File: src/rtl/cache_pkg.sv
// Shared cache constants and miss-handler state encoding.
// Used by the cache core and by cache_mem_ctrl.
package cache_pkg;

   localparam int ASIZE = 32;
   localparam int DSIZE = 32;
   localparam int BBITS = 5;
   localparam int IBITS = 10;

   typedef enum logic [2:0] {
      IDLE    = 3'd0,
      WBACK   = 3'd1,
      FILL    = 3'd2,
      INSTALL = 3'd3,
      RETRY   = 3'd4
   } state_t;

endpackage

File: src/rtl/cache_block_shifter.sv
// Word-indexed block access: victim -> wdata, rdata -> block_nxt.
// Ports: victim, block_cur, cnt, rdata in; wdata, block_nxt out.
module cache_block_shifter #(
   parameter int bsize  = 256,
   parameter int dsize  = 32,
   parameter int nwords = bsize / dsize,
   parameter int cw     = (nwords > 1) ? $clog2(nwords) : 1
) (
   input  logic [bsize-1:0] victim,
   input  logic [bsize-1:0] block_cur,
   input  logic [cw-1:0]    cnt,
   input  logic [dsize-1:0] rdata,
   output logic [dsize-1:0] wdata,
   output logic [bsize-1:0] block_nxt
);

   // Word 0 sits at the MSB end of the block.
   always_comb begin
      wdata     = '0;
      block_nxt = block_cur;
      for (int k = 0; k < nwords; k++) begin
         if (cnt == cw'(k)) begin
            wdata = victim[bsize-1-k*dsize -: dsize];
            block_nxt[bsize-1-k*dsize -: dsize] = rdata;
         end
      end
   end

endmodule

File: src/rtl/cache_mem_ctrl.sv
// Cache miss handler: victim write-back, block refill, install.
// Ports: CPU request/addr, core hit/dirty/victim, memory word bus.
module cache_mem_ctrl
   import cache_pkg::*;
#(
   parameter int asize  = ASIZE,
   parameter int dsize  = DSIZE,
   parameter int bbits  = BBITS,
   parameter int ibits  = IBITS,
   parameter int tbits  = asize - ibits - bbits,
   parameter int bsize  = 8 << bbits,
   parameter int nwords = bsize / dsize
) (
   input  logic             CLK,
   input  logic             RESET,
   input  logic             cpu_read,
   input  logic             cpu_write,
   input  logic [asize-1:0] cpu_addr,
   input  logic             hit,
   input  logic             dirty,
   input  logic [tbits-1:0] victim_tag,
   input  logic [bsize-1:0] block_out,
   output logic [bsize-1:0] block_in,
   output logic             bwrite,
   output logic             stall,
   output logic             mem_req,
   output logic             mem_we,
   output logic [asize-1:0] mem_addr,
   output logic [dsize-1:0] mem_wdata,
   input  logic [dsize-1:0] mem_rdata,
   input  logic             mem_ack
);

   localparam int cw = (nwords > 1) ? $clog2(nwords) : 1;
   localparam logic [cw-1:0] last = cw'(nwords - 1);

   state_t           state_q, state_d;
   logic [cw-1:0]    cnt_q;
   logic [tbits-1:0] tag_q, vtag_q;
   logic [ibits-1:0] idx_q;
   logic [bsize-1:0] victim_q, block_nxt;
   logic [dsize-1:0] wdata;
   logic             miss, xfer;
   logic             unused_offset;

   assign unused_offset = ^cpu_addr[bbits-1:0];

   assign miss = (cpu_read | cpu_write) & ~hit;
   // Acks only count while a burst is actually requested.
   assign xfer = mem_ack & ((state_q == WBACK) | (state_q == FILL));

   cache_block_shifter #(
      .bsize (bsize),
      .dsize (dsize),
      .nwords(nwords),
      .cw    (cw)
   ) u_shift (
      .victim   (victim_q),
      .block_cur(block_in),
      .cnt      (cnt_q),
      .rdata    (mem_rdata),
      .wdata    (wdata),
      .block_nxt(block_nxt)
   );

   always_ff @(posedge CLK) begin
      if (!RESET) begin
         state_q  <= IDLE;
         cnt_q    <= '0;
         block_in <= '0;
         tag_q    <= '0;
         idx_q    <= '0;
         vtag_q   <= '0;
         victim_q <= '0;
      end else begin
         state_q <= state_d;
         if (state_q == IDLE && miss) begin
            tag_q    <= cpu_addr[asize-1 -: tbits];
            idx_q    <= cpu_addr[bbits +: ibits];
            vtag_q   <= victim_tag;
            victim_q <= block_out;
            cnt_q    <= '0;
         end
         if (xfer) cnt_q <= cnt_q + cw'(1);
         if (xfer && state_q == FILL) block_in <= block_nxt;
      end
   end

   always_comb begin
      state_d   = state_q;
      stall     = 1'b1;
      bwrite    = 1'b0;
      mem_req   = 1'b0;
      mem_we    = 1'b0;
      mem_addr  = '0;
      mem_wdata = '0;
      unique case (state_q)
         IDLE: begin
            stall = miss;
            if (miss) state_d = dirty ? WBACK : FILL;
         end
         WBACK: begin
            mem_req   = 1'b1;
            mem_we    = 1'b1;
            mem_addr  = {vtag_q, idx_q, cnt_q, 2'b00};
            mem_wdata = wdata;
            if (mem_ack && cnt_q == last) state_d = FILL;
         end
         FILL: begin
            mem_req  = 1'b1;
            mem_addr = {tag_q, idx_q, cnt_q, 2'b00};
            if (mem_ack && cnt_q == last) state_d = INSTALL;
         end
         INSTALL: begin
            bwrite  = 1'b1;
            state_d = RETRY;
         end
         RETRY: state_d = IDLE;
         default: state_d = IDLE;
      endcase
   end

endmodule
File: config.mk
export PLATFORM = sky130hd
export DESIGN_NAME = cache_mem_ctrl
export DESIGN_NICKNAME = d
export VERILOG_FILES = /design/src/rtl/cache_pkg.sv /design/src/rtl/cache_block_shifter.sv /design/src/rtl/cache_mem_ctrl.sv
export SDC_FILE = /design/constraint.sdc
export NUM_CORES = 1
export LEC_CHECK = 0
export ABC_CLOCK_PERIOD_IN_PS = 2400
export CORE_AREA = 10 10 253 255
export CTS_BUF_LIST = sky130_fd_sc_hd__clkbuf_8
export DETAILED_ROUTE_END_ITERATION = 6
export DIE_AREA = 0 0 263 265
export PLACE_DENSITY = 0.78
export RECOVER_POWER = 25
export SYNTH_ARGS = -nofsm -noshare
export SYNTH_HDL_FRONTEND = slang
export SYNTH_HIERARCHICAL = 1
export SYNTH_SLANG_ARGS = --single-unit
File: constraint.sdc
create_clock -name CLK -period 2.4 [get_ports CLK]
set_input_delay 0.36 -clock CLK [delete_from_list [all_inputs] [get_ports CLK]]
set_output_delay 0.36 -clock CLK [all_outputs]
set_load 0.1 [all_outputs]
-- Yosys cells after proc, flatten, opt, wreduce, memory -nomap -nowiden
Cells that the tools add are included.
- input port bits: 344
- logic and storage cells: 70
- register bits after elaboration: 562
- output and inout bits: 324
- add/sub/neg operators: 1
- bitwise logic cells: 5
- muxes and demuxes: 21
- equal/unequal tests: 13
- reduce and logical (&&, ||, !) cells: 16
- operators by type and width (kind ; count):
    32-bit two-way mux ; 9
    32-bit one-hot mux with 2 select lines ; 1
    2-bit AND reduction ; 8
    3-bit two-way mux ; 5
    3-bit by 2-bit equality test with 1-bit output (second input constant) ; 4
    3-bit equality test (second input constant) ; 4
    3-bit one-hot mux with 4 select lines ; 1
    3-bit by 1-bit equality test with 1-bit output (second input constant) ; 2
    3-bit logical NOT ; 2
    1-bit two-way mux ; 4
    2-bit by 1-bit != test with 1-bit output (second input constant) ; 2
    3-bit by 1-bit adder with 3-bit output (second input constant) ; 1
    1-bit logical AND ; 3
    3-bit AND reduction ; 1
    1-bit bitwise AND ; 2
    2-bit two-way mux ; 1
    2-bit != test (second input constant) ; 1
    1-bit OR ; 2
    2-bit nonzero test ; 1
    2-bit OR reduction ; 1
    1-bit NOT ; 1

-- Logic depth before layout (Yosys ltp)
- word-level depth: 10
- depth in mapped cells: 9
- depth with buffers taken out: 5

-- Hierarchy
The synthesis kept the hierarchy.
- modules (own cells, without submodules) (module ; area an instance (um2) ; cells an instance ; instances):
    cache_mem_ctrl ; 22581.7 ; 2603 ; 1
    cache_block_shifter ; 6109.6 ; 628 ; 1

-- Worst setup path before layout
Ideal clock, no wire load.
- path type: flip-flop to output port
- from: reg state_q[1]
- to: out mem_wdata[23]
- slack: -593 ps
- arrival time: 2633 ps
- cell stages (with the launch flop): 5
- required time: 2040 ps
- path buffers: 2
- cells stage by stage: dfxtp_1 -> buf_2 -> nor3b_2 -> clkbuf_1 -> and2_1
- longest elaborated chain between the ends: 2
- RTL lines (item ; RTL line ; text):
    start: declaration ; cache_mem_ctrl.sv:37 ; state_t state_q, state_d;
    start signal: assignment ; cache_mem_ctrl.sv:76 ; state_q <= state_d;
    3-bit by 1-bit equality test with 1-bit output ; cache_mem_ctrl.sv:97 ; unique case (state_q)
    32-bit two-way mux ; cache_mem_ctrl.sv:97 ;
    end: declaration ; cache_mem_ctrl.sv:29 ; output logic [dsize-1:0] mem_wdata,
Every way passes these cells.

-- Worst setup path after layout
- from: reg cnt_q[1]
- to: out mem_wdata[16]
- longest elaborated chain between the ends: 10
- elaborated cells between the ends (all ways): 17
- RTL lines (item ; RTL line ; text):
    start: declaration ; cache_mem_ctrl.sv:38 ; logic [cw-1:0] cnt_q;
    start signal: assignment ; cache_mem_ctrl.sv:84 ; if (xfer) cnt_q <= cnt_q + cw'(1);
    3-bit logical NOT ; cache_block_shifter.sv:22 ; if (cnt == cw'(k)) begin
    32-bit two-way mux (7 in a row) ; cache_block_shifter.sv:22 ;
    32-bit two-way mux * ; cache_block_shifter.sv:22 ;
    named net wdata[16] ; cache_mem_ctrl.sv:42 ; logic [dsize-1:0] wdata;
    32-bit two-way mux * ; cache_mem_ctrl.sv:97 ;
The timed path passes the listed nets; every way through them passes the cells marked *.

==> results.json <==
{
  "clock_sink_count": 562,
  "violations": "negative setup slack",
  "timing.critical_path.slowest_stage_cell": "dfxtp_4",
  "timing.final.crit_share": 1.22,
  "total_leakage_power_nw": 15.1,
  "insertion_delay_ns": 0.71,
  "io_buffers": 660,
  "max-clock-path-buffers": 3,
  "grt_util_all_layers": 0.320,
  "detailed_place_hpwl_um": 79800,
  "detail_route.vias_per_cell": 5.97,
  "synth_edf_count": 0,
  "synthFlopType": "dfxtp_1",
  "synth.avg_cell_area_um2": 8.88,
  "final_cell_area_excluding_filler_cells_um2": 39500,
  "finalClockSkew_ns": 0.0438,
  "layout-area-overhead-vs-synth_pct": 37.8,
  "nFillCells": 4590,
  "max-vdd-ir-drop_v": 0.000717,
  "crit_type": "reg -> out",
  "period_needed_ns": 2.94,
  "r2r_slack_ns": -0.21,
  "detailed_place.area_um2": 35900,
  "number_of_global_route_vias_before_repair": 26957,
  "synth.lib_cells_used.distinct": 47,
  "timing_worst_slew_pin_value_ns": 0.696,
  "peak_clock_frequency_supported_by_timing_mhz": 340,
  "status": "finished with violations",
  "grt_antenna_before_repair": 25,
  "yosys_warnings": 6,
  "starting_utilization_of_the_core_area": 0.488,
  "die_y_um": 265,
  "floorplan.core_area_um2": 58800,
  "cp_cell_sequence": "buf_12 > buf_12 > buf_16 > nor2b_4 > buf_6 > buf_12 > a2111oi_4 > a21oi_2 > and2_4 > buf_12",
  "worst_path_largest_cell_delay_ns": 0.36,
  "finalHoldViolations": 0,
  "path_common_cell": "buf_12",
  "drc": 0,
  "critical_path.n_buffers_inverters": 6,
  "drive_above_1_share": 0.286,
  "placedCellCount": 4429,
  "maxSlewHeadroom": 0.534,
  "cp-start-kind": "register",
  "tritoncts": "built",
  "die_area_um2": 69700,
  "numCtsBuffers": 97,
  "nets": 4160,
  "first_pass_iters": 5,
  "die_width_um": 263,
  "ys_seq_area_frac": 0.392,
  "clock-root-buffer": "clkbuf_8",
  "dr_total_vias": 27969,
  "ios": 668,
  "grt_overflow_total": 0,
  "drt.antenna.violating_nets": 0,
  "slew_violations": 0,
  "path_delay_family": "buffers and inverters",
  "timing.hold.worst.class": "in -> reg",
  "std_cell_rows": 89,
  "grt_first_pass_wirelength_um": 173000,
  "critical_path.max_fanout": 9,
  "synth.cell_area_um2": 28700,
  "route.detailed.wl_per_inst_um": 25.5,
  "asr_flop_ratio_synth": 0,
  "rsz0062_at_grt": "true",
  "dr.first_iter.drc_count": 2602,
  "worstPathArrival_ns": 2.58,
  "synthCells": 3231,
  "totalWireLength_um": 120000,
  "gp_routability_congestion": 0.880,
  "finalSetupViolCount": 218,
  "ys_seq_elements": 562,
  "timing.max_cap.violations": 0,
  "power-per-cell-area_nw_per_um2": 812,
  "final_critical_path_setup_slack_ns": -0.538,
  "end_kind": "output pin",
  "stdcell_count": 4687,
  "pin_count_of_the_biggest_net_entering_global_routing": 127,
  "clock_slew_seen_by_the_registers_of_the_worst_setup_and_hold_paths_ns": 0.07,
  "h-tree-depth": 3,
  "critPathRequiredTime_ns": 2.04
}
==> repair_timing <==
item / CTS / global route
buffers inserted: 32 / 13
pin swaps: 53 / 36
gates cloned: 17 / 4
hold buffers: 0 / 0
endpoints found under the setup margin: 65 / 51
gates resized for setup: 213 / 73
==> synthesized netlist by cell type, types with 33 or more instances <==
cell | instances | area [um2]
o21ai_0 | 54 | 270
mux2i_1 | 34 | 340
nand3_1 | 301 | 1510
buf_6 | 50 | 563
clkbuf_1 | 121 | 454
a21boi_1 | 497 | 3730
o21ai_1 | 269 | 1350
nand2b_1 | 33 | 206
mux2_2 | 240 | 2700
nor2_1 | 34 | 128
nand2_1 | 524 | 1970
buf_2 | 98 | 490
and2_1 | 48 | 300
dfxtp_1 | 562 | 11300
buf_1 | 34 | 128
a21boi_0 | 90 | 676
buf_4 | 36 | 270
==> worst register-to-register path, cell delays in order (launching register included) <==
cell and delay [ns]:
dfxtp_1 0.35, clkbuf_1 0.20, clkbuf_1 0.15, nor3_1 0.26, clkbuf_1 0.26, buf_4 0.60, buf_12 0.29, nand3_1 0.17
a21boi_0 0.24
==> where the power goes <==
group          internal [W]  switching (W)  leakage (nW)
logic               0.00441        0.00760          9.29
clock network       0.00512        0.00425          1.20
registers            0.0101       0.000600          4.57
==> layout make-up <==
class                           count  area [um2]  area share
Antenna cell                       17        42.5     0.00108
Tap cell                          773         967      0.0245
Clock inverter                     50         288     0.00728
Timing Repair Buffer              819        8530       0.216
Inverter                            1        3.75   0.0000949
Clock buffer                      132        1820      0.0460
Sequential cell                   562       11300       0.285
Multi-Input combinational cell   2333       16600       0.420
==> state kept, by name, summed over array words and instances (netlist names) <==
signal / cells
tag_q: 17
victim_q: 256
state_q: 3
idx_q: 10
cnt_q: 3
vtag_q: 17
block_in: 256
==> cells by family (layout without fill, tap and decap cells) <==
group	count (synthesis)	in the layout	share of synthesized area
AOI/OAI and AO/OA	1045	1045	0.254
and+or+nand+nor	958	961	0.149
DFF	562	562	0.392
buffers and inverters	340	1002	0.0665
muxes	321	321	0.137
adders and majority gates	2	2	0.000872
xor gates and xnor gates	2	2	0.000611
other	1	19	0.000131
==> stage by stage <==
step / setup TNS (ns) / total power (W) / setup WS, ns / utilization / hold WS (ns)
floorplan: 0 / 0.0182 / 0.0206 / - / 0.439
global placement: 0 / 0.0214 / 0.0520 / 0.611 / 0.450
detailed placement: 0 / 0.0215 / 0.0369 / 0.611 / 0.457
CTS: -15.56 / 0.0319 / -0.534 / 0.671 / 0.0413
global route: -61.87 / 0.0332 / -0.635 / 0.672 / 0.0599
finish: -28.10 / 0.0321 / -0.538 / 0.672 / 0.0823
==> cell usage in the layout (no fill, tap or decap), types with 9 or more instances in the layout <==
cell and n:
clkdlybuf4s50_1 337, clkbuf_8 132, nand2_1 523, and2_4 50, a32o_1 11, a21boi_1 485, a2111oi_4 29, a21boi_2 23
mux2_1 16, buf_4 171, buf_6 9, a32o_2 21, clkinv_2 10, o21ai_2 11, a21oi_1 14, dfxtp_1 557
nand2b_1 30, buf_12 123, mux2i_1 18, o21ai_0 43, mux2i_4 9, diode_2 17, buf_16 9, mux2_2 240
inv_1 33, nor2_1 23, a21boi_0 78, o21ai_1 280, a21oi_2 18, nand3_1 301, a22o_1 10, mux4_2 31
clkbuf_2 156
==> per-layer routing <==
layer	GRT usage	wire length [um]	vias up
li1	-	-	12645
met1	0.367	44300	13602
met2	0.532	57000	1396
met3	0.105	11900	310
met4	0.159	6170	16
met5	0	96	-
==> path summary, 6_finish.rpt <==
path / startpoint / to / cells past startpoint
setup / recovery: cnt_q[1] / mem_wdata[16] / 10
hold / removal: RESET / block_in[187] / 2
setup reg to reg: state_q[1] / victim_q[12] / 8
hold reg to reg: tag_q[8] / tag_q[8] / 2
Note: power is estimated with default switching activity, not from simulation.
